===== src/rtl/ldpc_pkg.sv =====
// Shared constants for the LDPC parity accumulate stage:
// FSM encoding, default geometry and drain mode values.
package ldpc_pkg;

  localparam int DATA_W_D    = 360;
  localparam int OUT_W_D     = 8;
  localparam int NUM_SLICE_D = 45;
  localparam int PAR_WORDS_D = 45;
  localparam int ADDR_W_D    = 6;
  localparam int ROT_W_D     = 3;

  localparam logic [1:0] S_IDLE  = 2'd0;
  localparam logic [1:0] S_ACCUM = 2'd1;
  localparam logic [1:0] S_FLUSH = 2'd2;
  localparam logic [1:0] S_DRAIN = 2'd3;

  localparam logic MODE_XOR   = 1'b0;
  localparam logic MODE_CHAIN = 1'b1;

endpackage


===== src/rtl/ldpc_parity_accum_nut_slice_rot.sv =====
// Combinational slice select and left-rotate of a RAM word,
// with a flag for an in-range slice index.
module ldpc_slice_rot
  import ldpc_pkg::*;
#(
  parameter int DATA_W    = DATA_W_D,
  parameter int OUT_W     = OUT_W_D,
  parameter int NUM_SLICE = NUM_SLICE_D,
  parameter int ADDR_W    = ADDR_W_D,
  parameter int ROT_W     = ROT_W_D
) (
  input  logic [DATA_W-1:0] i_data,
  input  logic [ADDR_W-1:0] i_sel,
  input  logic [ROT_W-1:0]  i_rot,
  output logic [OUT_W-1:0]  o_slice,
  output logic              o_legal
);

  localparam logic [ADDR_W-1:0] SEL_LIM =
    ADDR_W'(NUM_SLICE);

  logic [ADDR_W-1:0]  w_idx;
  logic [OUT_W-1:0]   w_raw;
  logic [2*OUT_W-1:0] w_dbl;

  assign o_legal = i_sel < SEL_LIM;
  // Illegal indices read slice 0; the beat is dropped anyway.
  assign w_idx   = o_legal ? i_sel : '0;
  assign w_raw   = i_data[int'(w_idx)*OUT_W +: OUT_W];
  assign w_dbl   = {w_raw, w_raw} >> (OUT_W - int'(i_rot));
  assign o_slice = w_dbl[OUT_W-1:0];

endmodule


===== src/rtl/ldpc_parity_accum_nut.sv =====
// LDPC parity stage: XOR-accumulate rotated RAM slices into a
// parity bank, then drain it as a valid/ready word stream.
module ldpc_parity_accum_nut
  import ldpc_pkg::*;
#(
  parameter int DATA_W    = DATA_W_D,
  parameter int OUT_W     = OUT_W_D,
  parameter int NUM_SLICE = NUM_SLICE_D,
  parameter int PAR_WORDS = PAR_WORDS_D,
  parameter int ADDR_W    = ADDR_W_D,
  parameter int ROT_W     = ROT_W_D
) (
  input  logic              sys_clk,
  input  logic              rst,
  input  logic              fs_en,
  input  logic              mode,
  input  logic              frame_start,
  input  logic              in_vld,
  input  logic [DATA_W-1:0] ram_data,
  input  logic [ADDR_W-1:0] slice_sel,
  input  logic [ROT_W-1:0]  bit_rot,
  input  logic [ADDR_W-1:0] par_addr,
  input  logic              frame_end,
  output logic              in_ready,
  output logic              out_valid,
  input  logic              out_ready,
  output logic [OUT_W-1:0]  byte_out,
  output logic              out_last,
  output logic              err
);

  localparam logic [ADDR_W-1:0] PW_LIM  =
    ADDR_W'(PAR_WORDS);
  localparam logic [ADDR_W-1:0] PW_LAST =
    ADDR_W'(PAR_WORDS - 1);

  logic [1:0]        r_state;
  logic              r_mode;
  logic [OUT_W-1:0]  r_bank [PAR_WORDS];
  logic              r_s1_vld;
  logic [OUT_W-1:0]  r_s1_data;
  logic [ADDR_W-1:0] r_s1_addr;
  logic              r_flush;
  logic [ADDR_W-1:0] r_idx;
  logic              r_chain;
  logic              r_out_valid;
  logic              r_last;
  logic              r_err;
  logic [OUT_W-1:0]  r_byte;

  logic [OUT_W-1:0]  w_rot;
  logic              w_sel_ok;
  logic              w_addr_ok;
  logic              w_beat;
  logic              w_more;
  logic              w_load;
  logic              w_xfer;
  logic [ADDR_W-1:0] w_rd_idx;
  logic [OUT_W-1:0]  w_word;
  logic [OUT_W-1:0]  w_cw;
  logic              w_c;

  ldpc_slice_rot #(
    .DATA_W    (DATA_W),
    .OUT_W     (OUT_W),
    .NUM_SLICE (NUM_SLICE),
    .ADDR_W    (ADDR_W),
    .ROT_W     (ROT_W)
  ) u_rot (
    .i_data  (ram_data),
    .i_sel   (slice_sel),
    .i_rot   (bit_rot),
    .o_slice (w_rot),
    .o_legal (w_sel_ok)
  );

  assign w_addr_ok = par_addr < PW_LIM;
  assign w_beat    = in_vld & (r_state == S_ACCUM);
  assign w_more    = r_idx < PW_LIM;
  assign w_xfer    = fs_en & r_out_valid & out_ready;
  assign w_load    = fs_en & (r_state == S_DRAIN) & w_more
                   & (~r_out_valid | out_ready);
  assign w_rd_idx  = w_more ? r_idx : '0;
  assign w_word    = r_bank[w_rd_idx];

  // Serial MSB-first running XOR, seeded by the previous word.
  always_comb begin
    w_c  = r_chain;
    w_cw = '0;
    for (int j = OUT_W - 1; j >= 0; j--) begin
      w_c     = w_c ^ w_word[j];
      w_cw[j] = w_c;
    end
  end

  always_ff @(posedge sys_clk) begin
    if (rst) begin
      r_state     <= S_IDLE;
      r_mode      <= MODE_XOR;
      r_s1_vld    <= 1'b0;
      r_s1_data   <= '0;
      r_s1_addr   <= '0;
      r_flush     <= 1'b0;
      r_idx       <= '0;
      r_chain     <= 1'b0;
      r_out_valid <= 1'b0;
      r_last      <= 1'b0;
      r_err       <= 1'b0;
      r_byte      <= '0;
      for (int i = 0; i < PAR_WORDS; i++) r_bank[i] <= '0;
    end else if (fs_en) begin
      if (in_vld & (r_state != S_ACCUM)) r_err <= 1'b1;
      if (w_beat & ~(w_sel_ok & w_addr_ok)) r_err <= 1'b1;
      r_s1_vld  <= w_beat & w_sel_ok & w_addr_ok;
      r_s1_data <= w_rot;
      r_s1_addr <= par_addr;
      if (r_s1_vld)
        r_bank[r_s1_addr] <= r_bank[r_s1_addr] ^ r_s1_data;
      unique case (r_state)
        S_IDLE: begin
          if (frame_start) begin
            r_state <= S_ACCUM;
            r_mode  <= mode;
            r_chain <= 1'b0;
            for (int i = 0; i < PAR_WORDS; i++) r_bank[i] <= '0;
          end
        end
        S_ACCUM: begin
          if (frame_end) begin
            r_state <= S_FLUSH;
            r_flush <= 1'b0;
          end
        end
        S_FLUSH: begin
          r_flush <= 1'b1;
          if (r_flush) begin
            r_state     <= S_DRAIN;
            r_idx       <= '0;
            r_out_valid <= 1'b0;
            r_last      <= 1'b0;
          end
        end
        S_DRAIN: begin
          if (w_load) begin
            r_byte      <= (r_mode == MODE_CHAIN) ? w_cw : w_word;
            r_last      <= r_idx == PW_LAST;
            r_idx       <= r_idx + ADDR_W'(1);
            r_out_valid <= 1'b1;
            if (r_mode == MODE_CHAIN) r_chain <= w_c;
          end else if (w_xfer) begin
            r_out_valid <= 1'b0;
            r_last      <= 1'b0;
            if (r_last) r_state <= S_IDLE;
          end
        end
        default: r_state <= S_IDLE;
      endcase
    end
  end

  assign in_ready  = r_state == S_ACCUM;
  assign out_valid = r_out_valid;
  assign out_last  = r_last;
  assign byte_out  = r_byte;
  assign err       = r_err;

endmodule


===== config.mk =====
export PLATFORM = sky130hd
export DESIGN_NAME = ldpc_parity_accum_nut
export DESIGN_NICKNAME = d
export VERILOG_FILES = /design/src/rtl/ldpc_pkg.sv /design/src/rtl/ldpc_parity_accum_nut_slice_rot.sv /design/src/rtl/ldpc_parity_accum_nut.sv
export SDC_FILE = /design/constraint.sdc
export NUM_CORES = 1
export LEC_CHECK = 0
export CORE_MARGIN = 4
export CORE_UTILIZATION = 34
export CTS_BUF_LIST = sky130_fd_sc_hd__clkbuf_16
export DETAILED_ROUTE_END_ITERATION = 8
export PLACE_DENSITY = 0.59
export SYNTH_ARGS = -nofsm -noshare
export SYNTH_HDL_FRONTEND = slang
export SYNTH_SLANG_ARGS = --single-unit

===== constraint.sdc =====
create_clock -name sys_clk -period 14.3 [get_ports sys_clk]
set_input_delay 2.86 -clock sys_clk [delete_from_list [all_inputs] [get_ports sys_clk]]
set_output_delay 2.86 -clock sys_clk [all_outputs]
set_load 0.01 [all_outputs]

== After elaboration in Yosys (flattened, before gate mapping) ==
Memories as Yosys holds them, arrays and structs flattened. A register that Yosys moved wholly into a read port is not among the register bits.
Index checks and enable logic that the tools add are counted.

* Bits in registers: 37
* Logic and storage cells: 380
* Memories kept: 1
* Bits of input ports: 383
* Memory bits (writable): 360
* Output and inout port bits: 12

* Reductions and logical operators: 13
* Shift-type cells: 2
* Mux-type cells: 85
* Bitwise gates (word level): 203
* Add/sub/neg operators: 2
* Equal/unequal tests: 59
* Magnitude comparators: 3

{| class="wikitable"
|+ Memories
! name !! words !! bits a word !! read ports !! clocked after memory_dff !! write ports !! RTL line !! RTL
|-
| r_bank || 45 || 8 || 2 || 1 || 46 || ldpc_parity_accum_nut.sv:39 || <nowiki>logic [OUT_W-1:0] r_bank [PAR_WORDS];</nowiki>
|}

{| class="wikitable"
|+ Operators with widths
! operator !! number
|-
| 2-to-1 mux 8 bit || 46
|-
| variable part select 360 x 10 -> 8 bit || 1
|-
| equality test 6 bit, second input constant || 46
|-
| AND 1 bit || 101
|-
| NOT 1 bit || 47
|-
| OR 1 bit || 46
|-
| 2-to-1 mux 6 bit || 6
|-
| right shift 16 x 32 -> 8 bit || 1
|-
| 2-to-1 mux 1 bit || 21
|-
| less-than comparator 6 bit, second input constant || 3
|-
| inequality test 2 bit, second input constant || 8
|-
| 2-to-1 mux 2 bit || 6
|-
| case mux 6 bit (2 select lines) || 1
|-
| AND reduction 3 bit || 3
|-
| case mux 1 bit (2 select lines) || 4
|-
| case mux 2 bit (4 select lines) || 1
|-
| AND reduction 4 bit || 2
|-
| nonzero test 2 bit || 4
|-
| bitwise XOR 1 bit || 8
|-
| bitwise XOR 8 bit || 1
|-
| AND reduction 7 bit || 1
|-
| adder 6 x 1 -> 6 bit, second input constant || 1
|-
| AND reduction 5 bit || 1
|-
| subtractor 4 x 3 -> 5 bit, first input constant || 1
|-
| 6 further kinds || 7
|}

== Logic depth before layout (Yosys ltp) ==
Gate-level depths: netlist of run 1.

* Word-level depth: 52
* Mapped depth: 24
* Mapped depth without buffers: 15

== By module ==
A second synthesis of run 1 with hierarchy kept.

* Cells, all modules: 2,899
* Area total of the unflattened synthesis: 32,541.2 um2

{| class="wikitable"
|+ Modules (own cells, without submodules)
! module !! times used !! seq. area each (um2) !! cells each !! area an instance (um2)
|-
| ldpc_parity_accum_nut || 1 || 16,235.6 || 2,193 || 27,651.5
|-
| ldpc_slice_rot || 1 || 0.0 || 706 || 4,889.7
|}

== Worst setup path after synthesis of run 1 ==
Ideal clock, no wire load.

* Path kind: input-to-reg
* Start point: in slice_sel[3]
* End point: reg r_s1_data[1]
* Required time: 14.184 ns
* Path buffers: 3
* Arrival time: 5.889 ns
* Cell stages on the path: 13
* Setup slack: 8.295 ns
* Cell sequence: clkbuf_2 -> a21o_1 -> a21boi_0 -> buf_2 -> buf_2 -> mux4_2 -> a21oi_1 -> nand3_1 -> a31oi_1 -> a211oi_1 -> nand2b_1 -> or4b_2 -> a31o_2

* Cells in the longest elaborated chain, start to end: 4

{| class="wikitable"
|+ RTL lines
! what !! RTL line !! RTL
|-
| start: declaration || ldpc_parity_accum_nut.sv:20 || <nowiki>input logic [ADDR_W-1:0] slice_sel,</nowiki>
|-
| less-than comparator 6 bit || ldpc_parity_accum_nut_slice_rot.sv:26 || <nowiki>assign o_legal = i_sel < SEL_LIM;</nowiki>
|-
| 2-to-1 mux 6 bit * || ldpc_parity_accum_nut_slice_rot.sv:28 || <nowiki>assign w_idx = o_legal ? i_sel : '0;</nowiki>
|-
| variable part select 360 x 10 -> 8 bit * || ldpc_parity_accum_nut_slice_rot.sv:29 || <nowiki>assign w_raw = i_data[int'(w_idx)*OUT_W +: OUT_W];</nowiki>
|-
| right shift 16 x 32 -> 8 bit * || ldpc_parity_accum_nut_slice_rot.sv:30 || <nowiki>assign w_dbl = {w_raw, w_raw} >> (OUT_W - int'(i_rot));</nowiki>
|-
| end signal: assignment || ldpc_parity_accum_nut.sv:115 || <nowiki>r_s1_data <= w_rot;</nowiki>
|-
| end: declaration || ldpc_parity_accum_nut.sv:41 || <nowiki>logic [OUT_W-1:0] r_s1_data;</nowiki>
|}

Mark *: on every way between the ends. The rest lies on a longest branch, timed or not.
A chain may end at the register's enable or synchronous reset.

== Final worst setup path of run 1 ==
* Start point: in slice_sel[0]
* End point: reg r_s1_data[1]

Same word-level chain as after synthesis.

==> out/qor.csv, run 1 <==
metric;value;unit
final period utilization;50.7;%
run status;finished, final reports clean;
RSZ-0062 raised after global routing;no;
Leakage;13.0;nW
sequential area share after synthesis;52.0;%
crit path from;slice_sel[0];
minimum clock period;7250;ps
Area Growth Syn to Fin;22.5;%
Clock transition at path regs;60;ps
Slew @ Worst Pin;1300;ps
residual DRC count;0;
IO Count;395;
CP Cell Sequence;clkdlybuf4s50_1, buf_4, o21a_1, o21ai_1, and2_4, buf_4, mux4_2, o22ai_1, a2111oi_0, a22oi_1, a211oi_1, nand2b_1, or4b_2, a31o_2;
Fillers;8530;
TritonCTS Buffers;61;
Max-Cap Viols;0;
Hold Startpoint;out_last$_SDFFE_PP0P_;
Row Count;110;
Initial DRT Pass Iterations;6;
die height;311;um
Post-CTS Setup Inserts;0;
setup_tns;0;ps
IO Port Bufs;394;
Mapped Avg Cell Area;12.1;um2
per-cell routed wire length;32.0;um
Critical Path Source Type;primary input;
hold crit path type;reg -> reg;
nets;3280;
internal reg-to-reg setup slack;8440;ps
DRT iter0 DRCs;3336;
first-pass GRT wire length;185000;um
routed vias/inst;6.13;
Clock Skews;61.8;ps
synthesized net count;2978;
final global-route overflow total;0;
worst skew pair latency;660;ps
Total Wirelength;132000;um
slowest stage delay, CP;730;ps
Req. time, crit path;14850;ps
number of enable flip-flop cells after synthesis;512;
final hold violation count;0;
most used cell, CP;buf_4;
Post-DP HPWL;96000;um
Max Fanout on Critical Path;55;
Setup crit end kind;flop;
Top FF cell, synth;edfxtp_1;
commonest non-fill, non-tap cell in the layout;edfxtp_1;
Setup WS post-layout;7050;ps
Post-CTS Resized;0;
hold buffer count at CTS;0;
Slew Viols, Final;0;
Yosys reg bits;555;
H-Tree Depth;2;
Chip Width;311;um
ys async rst share;0;%
largest net degree at the start of global routing;60;
DR vias;25200;
power density cells;112;nW/um2
initial antenna violation count;16;
CTS max path bufs;3;
RR Startpoint;r_idx[1]$_SDFFE_PP0P_;
post-synth cell types;95;
number of global-route vias before repair;24000;
WP data arrival;7800;ps
Pwr Total;0.00430;W
pre-CTS WS;6510;ps
Yosys Warn Count;0;
highest-delay cell along the critical path;buf_4;
root buf cell;clkbuf_16;
die area;96700;um2
Final setup viols;0;
core area;90600;um2
fraction of layout cells with a size suffix above 1;16.6;%
starting density of the core;34.5;%
GP Congestion;1.04;
Syn Inst Count;2587;
ANT nets after route;0;
Rel. slew slack;11.0;%
VDD IR max;0.107;mV
area of the mapped netlist;31200;um2
CP Class;in -> reg;
most frequent cells in the layout;edfxtp_1, nor2_1, clkdlybuf4s50_1;
CTS tree;yes;
GRT Overall Usage;26.3;%
Sink Count;555;
fmax;138;MHz
[kinds of logic (layout without fill, tap and decap cells)]
family,Yosys count,count (layout),share of synthesized area [%]
simple gates,1021,1021,14.0
flops,555,555,52.0
compound gates,404,404,8.94
fa+ha+maj,8,8,0.321
other cells,0,7,0
mux,335,335,20.5
buf+inv,235,586,3.39
xor+xnor,29,29,0.858
[path summary, 6_finish.rpt]
| check | to | depth (start not counted) |
|---|---|---|
| worst max-delay path | r_s1_data[1]$_SDFFE_PP0P_ | 14 |
| worst min-delay path | out_last$_SDFFE_PP0P_ | 2 |
| worst max register to register | byte_out[2]$_SDFFE_PP0P_ | 17 |
| worst min register to register | out_last$_SDFFE_PP0P_ | 2 |
[cells in the mapped netlist (all sizes together) (7+ instances only)]
| master | instances | area share (%) |
|---|---|---|
| o211ai | 14 | 0.34 |
| nor4 | 15 | 0.39 |
| a22oi | 13 | 0.33 |
| a211oi | 31 | 0.83 |
| edfxtp | 512 | 49 |
| or3 | 10 | 0.20 |
| nand4 | 9 | 0.20 |
| a21oi | 107 | 1.7 |
| mux2i | 60 | 2.0 |
| a31oi | 18 | 0.36 |
| dfxtp | 43 | 2.8 |
| nand3 | 50 | 0.82 |
| nor2 | 493 | 5.9 |
| xnor2 | 20 | 0.56 |
| nand2b | 12 | 0.24 |
| o22ai | 47 | 0.94 |
| buf | 87 | 1.6 |
| a2111oi | 7 | 0.38 |
| and2 | 14 | 0.28 |
| nand2 | 317 | 3.9 |
| and3 | 15 | 0.30 |
| a221oi | 11 | 0.31 |
| o221ai | 24 | 0.69 |
| o21ai | 61 | 0.98 |
| nor3 | 42 | 0.71 |
| inv | 22 | 0.26 |
| mux2 | 38 | 1.4 |
| ha | 8 | 0.32 |
| xor2 | 8 | 0.22 |
| mux4 | 237 | 17 |
| nor2b | 20 | 0.40 |
| a311oi | 18 | 0.51 |
| clkbuf | 124 | 1.5 |
[flip-flops by register name, summed over array words and instances (netlist names), 2 cells and up, named ones only]
name	count
byte_out	8
r_s1_data	8
r_state	2
r_bank	512
r_s1_addr	6
r_idx	6
[worst max-delay path: cells and delay by family]
family / cells / cell delay [ps]
simple gates: 3 / 1330
compound gates: 7 / 1580
mux: 1 / 590
buf+inv: 3 / 1380
[where the power goes]
group          internal [W]  switching, W
registers           0.00188     0.0000551
clock network      0.000858      0.000688
logic              0.000312      0.000503
[metal layers]
metal / routed length (um) / share of wire, % / track usage [%]
met5: 96 / 0.073 / 0
met4: 3840 / 2.9 / 7.53
met3: 15300 / 12 / 7.63
met2: 57000 / 43 / 38.2
met1: 55400 / 42 / 38.3
[final cells by class]
cell class / instances / area, um2 / area share, %
clock inverters: 51 / 439 / 1.15
diodes: 7 / 17.5 / 0.0458
clock buffers: 61 / 1530 / 3.99
well taps: 1176 / 1470 / 3.85
repair buffers: 450 / 4360 / 11.4
flip-flops and latches: 555 / 16200 / 42.5
multi-input cells: 1797 / 14100 / 36.8
inverters: 24 / 90.1 / 0.236
[stage by stage]
| step | area, um2 | util (%) | hold WS, ps | std cells |
|---|---|---|---|---|
| finish | 38200 | 42.2 | 495 | 4121 |
| global placement | 36200 | 40.0 | 477 | 4002 |
| CTS | 38200 | 42.2 | 497 | 4114 |
| detailed placement | 36200 | 40.0 | 488 | 4002 |
| global route | 38200 | 42.2 | 522 | 4118 |
| floorplan | 31200 | - | 473 | 2587 |
Power figures use the tool's default switching activity.
==> run 2, diff against run 1 <==
clock period = 7.2 ns   (was 14.3 ns; I/O delays follow)
==> run 2 against run 1 <==
Clock skew decreased by 1.8 ps. First-iteration DRC count increased by 16%. Worst setup slack got worse by 5700 ps. Sequential power increased by 98%. Largest power group unchanged. Largest cell class unchanged.
==> out/qor.csv, run 2 (synthesis gave the netlist of run 1 again) <==
metric;value;unit
CTS max path bufs;3;
Initial DRT Pass Iterations;6;
GRT Overall Usage;26.5;%
Leakage;13.0;nW
WP data arrival;6430;ps
first-pass GRT wire length;186000;um
Post-DP HPWL;98600;um
final core area utilization;42.3;%
Rel. slew slack;15.5;%
setup_tns;0;ps
DRT iter0 DRCs;3880;
worst skew pair latency;660;ps
IO Port Bufs;394;
Clock transition at path regs;60;ps
Post-CTS Setup Inserts;0;
Area Growth Syn to Fin;22.7;%
starting density of the core;34.5;%
final period utilization;81.8;%
IO Count;395;
die height;311;um
DR vias;25300;
most frequent cells in the layout;edfxtp_1, nor2_1, clkdlybuf4s50_1;
TritonCTS Buffers;59;
Sink Count;555;
residual DRC count;0;
largest reg by FF count;r_bank;
Setup crit end kind;flop;
hold crit path type;reg -> reg;
Final setup viols;0;
Req. time, crit path;7740;ps
initial antenna violation count;12;
Hold Slack;478;ps
Slew @ Worst Pin;1260;ps
largest net degree at the start of global routing;65;
commonest non-fill, non-tap cell in the layout;edfxtp_1;
Critical Path Source Type;primary input;
core area;90600;um2
run status;finished, final reports clean;
Clock Skews;59.9;ps
routed vias/inst;6.15;
H-Tree Depth;2;
GP Congestion;1.04;
CTS tree;yes;
hold buffer count at CTS;0;
Post-CTS Resized;0;
CP Class;in -> reg;
power density cells;223;nW/um2
Total Wirelength;133000;um
Chip Width;311;um
final global-route overflow total;0;
root buf cell;clkbuf_16;
Largest register FFs;512;
Slew Viols, Final;0;
Row Count;110;
VDD IR max;0.199;mV
fmax;170;MHz
per-cell routed wire length;32.3;um
Max-Cap Viols;0;
RSZ-0062 raised after global routing;no;
die area;96700;um2
fraction of layout cells with a size suffix above 1;16.4;%
final hold violation count;0;
nets;3283;
number of global-route vias before repair;23800;
minimum clock period;5890;ps
Max Fanout on Critical Path;25;
ANT nets after route;0;
-- run 2: cell count changes in the layout (fill, tap and decap cells not counted), sizes merged --
cell / previous run / this run
clkbuf: 61 / 59
inv: 36 / 39
bufinv: 4 / 7
diode: 7 / 1
clkinv: 29 / 22
buf: 57 / 62
-- run 2: per-stage QoR --
stage / instances / setup WS, ps / cell area, um2 / power [W]
2_1_floorplan: 2587 / 2620 / 31200 / 0.00473
6_report: 4117 / 1310 / 38300 / 0.00855
3_3_place_gp: 4007 / 862 / 36300 / 0.00550
5_1_grt: 4117 / 1220 / 38300 / 0.00879
4_1_cts: 4116 / 1560 / 38300 / 0.00855
3_5_place_dp: 4007 / 910 / 36300 / 0.00551
-- run 2: layout make-up --
type,count,area [um2]
timing repair buffer,455,4460
tap,1176,1470
multi-input combinational,1797,14100
clock buffer,59,1480
antenna,1,2.50
clock inverter,50,484
sequential,555,16200
inverter,24,90.1
fill,8451,52300
-- run 2: power breakdown --
group	total, W	internal (W)	switching (W)	leakage, nW
clock	0.00307	0.00175	0.00132	0.989
sequential	0.00385	0.00374	0.000108	5.55
combinational	0.00163	0.000628	0.00101	6.48
-- run 2: critical path, cell delays in order --
cell and delay [ps]:
clkdlybuf4s50_1 1030, buf_4 390, a21boi_4 630, buf_12 320, mux4_2 290, o22ai_1 100, nor4_1 810, a22oi_1 240
and2_0 240, o21ai_0 180, o311ai_1 160, or2_2 300, a311oi_1 260
-- run 2: metal layers --
metal  GRT usage [%]  up-vias  share of wire [%]
li1                -    10500                  -
met1            40.8    13000                 44
met5               0        -              0.056
met2            38.5     1643                 43
met3            5.25      196                 11
met4            6.46       10                2.6
-- run 2: path summary, 6_finish.rpt --
path / start / cells after the start / slack [ps] / to
setup reg to reg: r_idx[1]$_SDFFE_PP0P_ / 15 / 1360 / byte_out[2]$_SDFFE_PP0P_
setup / recovery: slice_sel[0] / 13 / 1310 / r_s1_data[5]$_SDFFE_PP0P_
hold reg to reg: err$_SDFFE_PP0P_ / 2 / 480 / err$_SDFFE_PP0P_
hold / removal: err$_SDFFE_PP0P_ / 2 / 480 / err$_SDFFE_PP0P_
